**config.mk**
```make
export PLATFORM = sky130hd
export DESIGN_NAME = cp0_irq
export DESIGN_NICKNAME = d
export VERILOG_FILES = /design/src/rtl/cp0_pkg.sv /design/src/rtl/cp0_irq_sync.sv /design/src/rtl/cp0_irq.sv
export SDC_FILE = /design/constraint.sdc
export NUM_CORES = 1
export LEC_CHECK = 0
export BUFFER_PORTS_ARGS = -buffer_cell sky130_fd_sc_hd__clkbuf_2
export CAP_MARGIN = 20
export CORE_ASPECT_RATIO = 0.5
export CORE_UTILIZATION = 35
export CTS_BUF_LIST = sky130_fd_sc_hd__clkbuf_8
export DETAILED_ROUTE_END_ITERATION = 16
export PLACE_DENSITY_LB_ADDON = 0.12
export SYNTH_ARGS = -nofsm -noshare
export SYNTH_HDL_FRONTEND = slang
export SYNTH_SLANG_ARGS = --single-unit
```
**constraint.sdc**
```tcl
create_clock -name Clk -period 6 [get_ports Clk]
set_input_delay 1.2 -clock Clk [delete_from_list [all_inputs] [get_ports Clk]]
set_output_delay 1.2 -clock Clk [all_outputs]
set_load 0.03 [all_outputs]
```
**src/rtl/cp0_pkg.sv**
```systemverilog
// Shared constants for the CP0 register file: register addresses, SR/Cause
// field positions, exception codes and the EPC alignment helper.
package cp0_pkg;

    localparam logic [4:0] ADDR_COUNT   = 5'd9;
    localparam logic [4:0] ADDR_COMPARE = 5'd11;
    localparam logic [4:0] ADDR_SR      = 5'd12;
    localparam logic [4:0] ADDR_CAUSE   = 5'd13;
    localparam logic [4:0] ADDR_EPC     = 5'd14;
    localparam logic [4:0] ADDR_PRID    = 5'd15;

    localparam int SR_IE    = 0;
    localparam int SR_EXL   = 1;
    localparam int IM_LO    = 10;
    localparam int CAUSE_BD = 31;
    localparam int EXC_LO   = 2;
    localparam int EXC_HI   = 6;

    typedef enum logic [4:0] {
        EXC_INT  = 5'd0,
        EXC_ADEL = 5'd4,
        EXC_ADES = 5'd5,
        EXC_RI   = 5'd10,
        EXC_OV   = 5'd12
    } exc_code_e;

    // A delay-slot victim restarts at its branch, one word earlier.
    function automatic logic [31:0] epc_of(input logic [31:0] vpc, input logic bd);
        logic [31:0] base;
        base = bd ? (vpc - 32'd4) : vpc;
        return {base[31:2], 2'b00};
    endfunction

endpackage

```
**src/rtl/cp0_irq_sync.sv**
```systemverilog
// Multi-flop synchroniser chain for asynchronous level inputs.
module cp0_irq_sync #(
    parameter int WIDTH  = 1,
    parameter int STAGES = 2
) (
    input  logic             clk,
    input  logic             rst,
    input  logic [WIDTH-1:0] d,
    output logic [WIDTH-1:0] q
);

    logic [STAGES-1:0][WIDTH-1:0] chain_p0;

    always_ff @(posedge clk or posedge rst) begin
        if (rst) begin
            chain_p0 <= '0;
        end else begin
            chain_p0 <= {chain_p0[STAGES-2:0], d};
        end
    end

    assign q = chain_p0[STAGES-1];

endmodule

```
**src/rtl/cp0_irq.sv**
```systemverilog
// Coprocessor-0 register file with interrupt/exception arbitration,
// synchronised hardware interrupts and a Count/Compare timer.
module cp0_irq
    import cp0_pkg::*;
#(
    parameter int          NUM_HWINT   = 6,
    parameter int          SYNC_STAGES = 2,
    parameter int          TIMER_LINE  = 5,
    parameter logic [31:0] PRID        = 32'h4350_5530
) (
    input  logic                 Clk,
    input  logic                 Reset,
    input  logic                 En,
    input  logic [4:0]           CP0Add,
    input  logic [31:0]          CP0In,
    output logic [31:0]          CP0Out,
    input  logic [31:0]          VPC,
    input  logic                 BDIn,
    input  logic [4:0]           ExcCodeIn,
    input  logic                 EXLClr,
    input  logic [NUM_HWINT-1:0] HWInt,
    output logic [31:0]          EPCOut,
    output logic                 Req,
    output logic                 TimerIrq
);

    localparam logic [NUM_HWINT-1:0] TIMER_MASK = NUM_HWINT'(1) << TIMER_LINE;

    logic [NUM_HWINT-1:0] hw_sync;
    logic [NUM_HWINT-1:0] ip_hw;
    logic [NUM_HWINT-1:0] ip;
    logic [NUM_HWINT-1:0] im;
    logic                 ie;
    logic                 exl;
    logic                 bd;
    logic [4:0]           exc_code;
    logic [31:0]          epc;
    logic [31:0]          count;
    logic [31:0]          compare;
    logic                 timer_flag;

    logic int_req;
    logic exc_req;
    logic wr;
    logic wr_sr;
    logic wr_epc;
    logic wr_count;
    logic wr_compare;
    logic timer_match;

    cp0_irq_sync #(
        .WIDTH  (NUM_HWINT),
        .STAGES (SYNC_STAGES)
    ) u_sync (
        .clk (Clk),
        .rst (Reset),
        .d   (HWInt),
        .q   (hw_sync)
    );

    assign ip = ip_hw | (timer_flag ? TIMER_MASK : '0);

    assign int_req = ie & ~exl & (|(ip & im));
    assign exc_req = (ExcCodeIn != 5'd0) & ~exl;
    // Gated by Reset so the request drops the moment reset is asserted,
    // even while an exception code is still being presented.
    assign Req     = ~Reset & (int_req | exc_req);

    assign wr         = En & ~Req;
    assign wr_sr      = wr && (CP0Add == ADDR_SR);
    assign wr_epc     = wr && (CP0Add == ADDR_EPC);
    assign wr_count   = wr && (CP0Add == ADDR_COUNT);
    assign wr_compare = wr && (CP0Add == ADDR_COMPARE);

    assign timer_match = (compare != 32'd0) && (count == compare);

    always_ff @(posedge Clk or posedge Reset) begin
        if (Reset) begin
            ip_hw      <= '0;
            im         <= '0;
            ie         <= 1'b0;
            exl        <= 1'b0;
            bd         <= 1'b0;
            exc_code   <= 5'd0;
            epc        <= 32'd0;
            count      <= 32'd0;
            compare    <= 32'd0;
            timer_flag <= 1'b0;
        end else begin
            ip_hw <= hw_sync;
            count <= wr_count ? CP0In : (count + 32'd1);

            if (wr_compare) begin
                compare <= CP0In;
            end
            // Rewriting Compare acknowledges the timer, even against a match.
            if (wr_compare) begin
                timer_flag <= 1'b0;
            end else if (timer_match) begin
                timer_flag <= 1'b1;
            end

            if (wr_sr) begin
                im <= CP0In[IM_LO +: NUM_HWINT];
                ie <= CP0In[SR_IE];
            end
            if (wr_epc) begin
                epc <= CP0In;
            end

            if (Req) begin
                exl      <= 1'b1;
                exc_code <= int_req ? EXC_INT : ExcCodeIn;
                bd       <= BDIn;
                epc      <= epc_of(VPC, BDIn);
            end else if (EXLClr) begin
                exl <= 1'b0;
            end else if (wr_sr) begin
                exl <= CP0In[SR_EXL];
            end
        end
    end

    always_comb begin
        CP0Out = 32'd0;
        case (CP0Add)
            ADDR_COUNT:   CP0Out = count;
            ADDR_COMPARE: CP0Out = compare;
            ADDR_SR: begin
                CP0Out[IM_LO +: NUM_HWINT] = im;
                CP0Out[SR_EXL]             = exl;
                CP0Out[SR_IE]              = ie;
            end
            ADDR_CAUSE: begin
                CP0Out[CAUSE_BD]           = bd;
                CP0Out[IM_LO +: NUM_HWINT] = ip;
                CP0Out[EXC_HI:EXC_LO]      = exc_code;
            end
            ADDR_EPC:     CP0Out = epc;
            ADDR_PRID:    CP0Out = PRID;
            default:      CP0Out = 32'd0;
        endcase
    end

    assign EPCOut   = epc;
    assign TimerIrq = timer_flag;

endmodule

```
==> out/metrics.yaml <==
global_route:
  grt_pass1_wl_mm: 36.5
  grt_remaining_overflow: 0
  grt_use_total: 0.220
  grt_max_degree: 71
  antenna_found_initial: 1
  grt_pass1_vias: 5899
drt:
  drt_iter0_markers: 340
  routedWlPerCell_um: 20.9
  vias: 5882
  drt-pass1-iter-count: 5
  viasPerCell: 5.17
  postRouteAntennaNets: 0
  drc: 0
  routed_wl_mm: 23.7
cts:
  tritoncts: "built"
  cts-htree-levels: 4
  clk_pin_slew_ns: 0.06
  cts_inserted_buffers: 17
  postCtsHoldBufs: 0
  cts.repair_timing.setup_buffer_count: 0
  clk_path_buf_depth: 2
  root_buffer: "clkbuf_8"
  worstSkewPairLatency_ns: 0.44
  clock_sinks: 129
  post_cts_resized: 0
sta:
  setup_viol: 0
  finalMaxSlewViolations: 0
  period_share: 0.790
  finalClockSkew_ns: 0.0114
  hold_viol: 0
  fin_tns_setup_ns: 0
  relSlewSlack: 0.252
  max_slew.worst_pin.slew_ns: 1.12
  rsz0062_at_grt: "no"
  fin_crit_ns: 4.74
  fmax_mhz: 211
yosys:
  ys_seq_area_frac: 0.426
  synth.area.mux_share: 0.239
  synth-edff-count: 0
  synth-seq-cells: 129
  yosys_warnings: 0
  yosys.area_share.simple: 0.133
  synth-xor-area-share: 0.105
  synthAdderAreaFrac: 0.00330
  syn_area_per_cell_um2: 10.9
  syn_area_um2: 7580
  synthArstFlopShare: 1.00
  synth_top_family_by_area: "multiplexers"
  synth_cell_types: 47
  synthFlopType: "dfrtp_1"
  synth_fp_nets: 785
  netlist_instances: 698
  synth_compound_area_frac: 0.0550
job:
  drv_cap: 0
cells_and_area:
  n_antenna_cell: 0
  syn_to_final_growth_pct: 17.5
  drive_gt1_frac: 0.301
  fin_nets: 921
  design_area_um2: 8910
  nFillCells: 2090
place:
  gp_congestion: 0.852
  dp_hpwl_mm: 17.8
  portBuffers: 148
  dpl_cell_area_um2: 8540
pwr:
  cellLeakagePower_nw: 4.02
  vdd_drop_max_mv: 0.175
  p_per_area_nw_per_um2: 331
  p_total_mw: 2.94
floorplan:
  die_y_um: 106
  core-area_um2: 20900
  die_w_um: 210
  rows: 37
  die_area_um2: 22300
  start_util: 0.363
  io_pins: 151
critical_path:
  crit_arrival_ns: 3.54
  critical_path_peak_fanout: 18
  cp_common_cell: "clkbuf_2"
  cp_cell_sequence: "clkbuf_2, and4b_1, nor2b_1, buf_4, a22oi_1, o21ai_0, clkbuf_2"
  worstSetupEndpointType: "primary output"
  critPathSlowestCell: "and4b_1"
  cp-start-kind: "input port"
  critPathTopFamily: "simple AND/OR/NAND/NOR gates"
  critPathRequiredTime_ns: 4.80
  cpPeakStageDelay_ns: 0.88
  timing.setup.critical_path_class: "input port to primary output"
  crit_buf_inv: 3
worst_hold_path:
  hp-class: "register to register"
outcome:
  status: "complete, no violations"
## worst reg2reg max path, delay by kind of cell (launching register included)
family	cells	cell delay, ns
compound gates	3	0.92
buf+inv	2	1.05
mux	1	0.40
simple gates	1	0.57
flops	1	0.45
## cell usage after synthesis (all sizes together), types with 2 or more instances
cell / instances / area [µm²]
dfrtp: 129 / 3230
and4: 3 / 26.3
o21bai: 2 / 15.0
mux2: 74 / 908
xor2: 52 / 455
a21oi: 6 / 30.0
and2: 3 / 18.8
ha: 2 / 25.0
buf: 24 / 166
nor4bb: 2 / 20.0
o22ai: 2 / 12.5
nor4: 31 / 194
nor2: 27 / 104
o221ai: 4 / 35.0
a221o: 3 / 30.0
nor4b: 6 / 82.6
nand3b: 3 / 22.5
nand3: 22 / 110
clkbuf: 16 / 60.1
or3: 4 / 25.0
nand4: 9 / 62.6
nor2b: 2 / 12.5
a22oi: 3 / 22.5
or4: 3 / 22.5
xnor2: 39 / 342
mux2i: 90 / 901
o211ai: 3 / 22.5
nor3: 19 / 95.1
o21ai: 44 / 220
nand2: 45 / 169
inv: 18 / 67.6
## stage by stage
stage,hold slack [ns],instances,util,setup slack (ns)
floorplan,0.331,698,-,1.36
global placement,0.334,1107,0.409,1.33
detailed placement,0.335,1107,0.409,1.31
CTS,0.350,1137,0.427,1.31
global route,0.357,1137,0.427,1.06
finish,0.348,1137,0.427,1.26
## state kept, by name, indices dropped and copies added (netlist names), 5 cells and up
register	flops
compare	32
u_sync.chain_p0	6
ip_hw	6
exc_code	5
u_sync.q	6
count	32
EPCOut	32
im	6
## placed cells by master, fill, tap and decap left out, types with 3 or more instances in the layout
cell type / count
a221o_1: 3
buf_4: 9
or3_1: 4
nand4_1: 8
nor3_1: 19
a21oi_1: 5
a22oi_1: 3
inv_1: 20
nor4b_1: 4
mux2i_1: 90
and4_1: 3
nand3_1: 22
o211ai_1: 3
o221ai_1: 4
mux2_4: 20
clkbuf_2: 148
nand2_1: 45
nor4_1: 31
or4_1: 3
mux2_2: 42
dfrtp_1: 129
nand3b_1: 3
clkbuf_8: 22
clkinv_2: 3
nor2_1: 26
o21ai_0: 44
xor2_1: 52
xnor2_1: 39
mux2_1: 12
## power by group
| part | switching, mW | total, mW | leakage (nW) | internal, mW |
|---|---|---|---|---|
| clock | 0.345 | 0.716 | 0.200 | 0.372 |
| combinational | 0.525 | 0.905 | 2.22 | 0.380 |
| sequential | 0.255 | 1.32 | 1.61 | 1.07 |
| total | 1.12 | 2.94 | 4.02 | 1.82 |
## logic make-up after synthesis
| kind of cell | Yosys count |
|---|---|
| AOI/OAI and AO/OA | 70 |
| and+or+nand+nor | 184 |
| adders and majority gates | 2 |
| muxes | 164 |
| xor gates and xnor gates | 91 |
| DFF | 129 |
| buffers and inverters | 58 |
## worst paths after layout
path,startpoint,end,slack (ns),depth (start not counted)
max in group asynchronous,Reset,count[30],4.20,3
worst max-delay path,CP0Add[1],CP0Out[0],1.26,7
worst min-delay path,u_sync.q[4],ip_hw[4],0.35,0
min in group asynchronous,Reset,exc_code[3],0.67,2
worst max register to register,TimerIrq,compare[23],2.50,7
worst min register to register,u_sync.q[4],ip_hw[4],0.35,0
## per-layer routing
layer / GRT usage / up-vias / share of wire
met5: 0 / - / 0.00051
met4: 0.0344 / 2 / 0.0040
met3: 0.0434 / 10 / 0.043
met2: 0.325 / 133 / 0.43
met1: 0.335 / 2962 / 0.52
li1: - / 2775 / -
## area by class of cell
type	instances	area, µm²	share of cell area
clock buffer	22	303	0.0340
clock inverter	8	63.8	0.00716
inverter	18	70.1	0.00787
multi-input combinational	511	4070	0.457
sequential	129	3230	0.362
tap	292	365	0.0410
timing repair buffer	157	808	0.0907
Power figures use the tool's default switching activity.
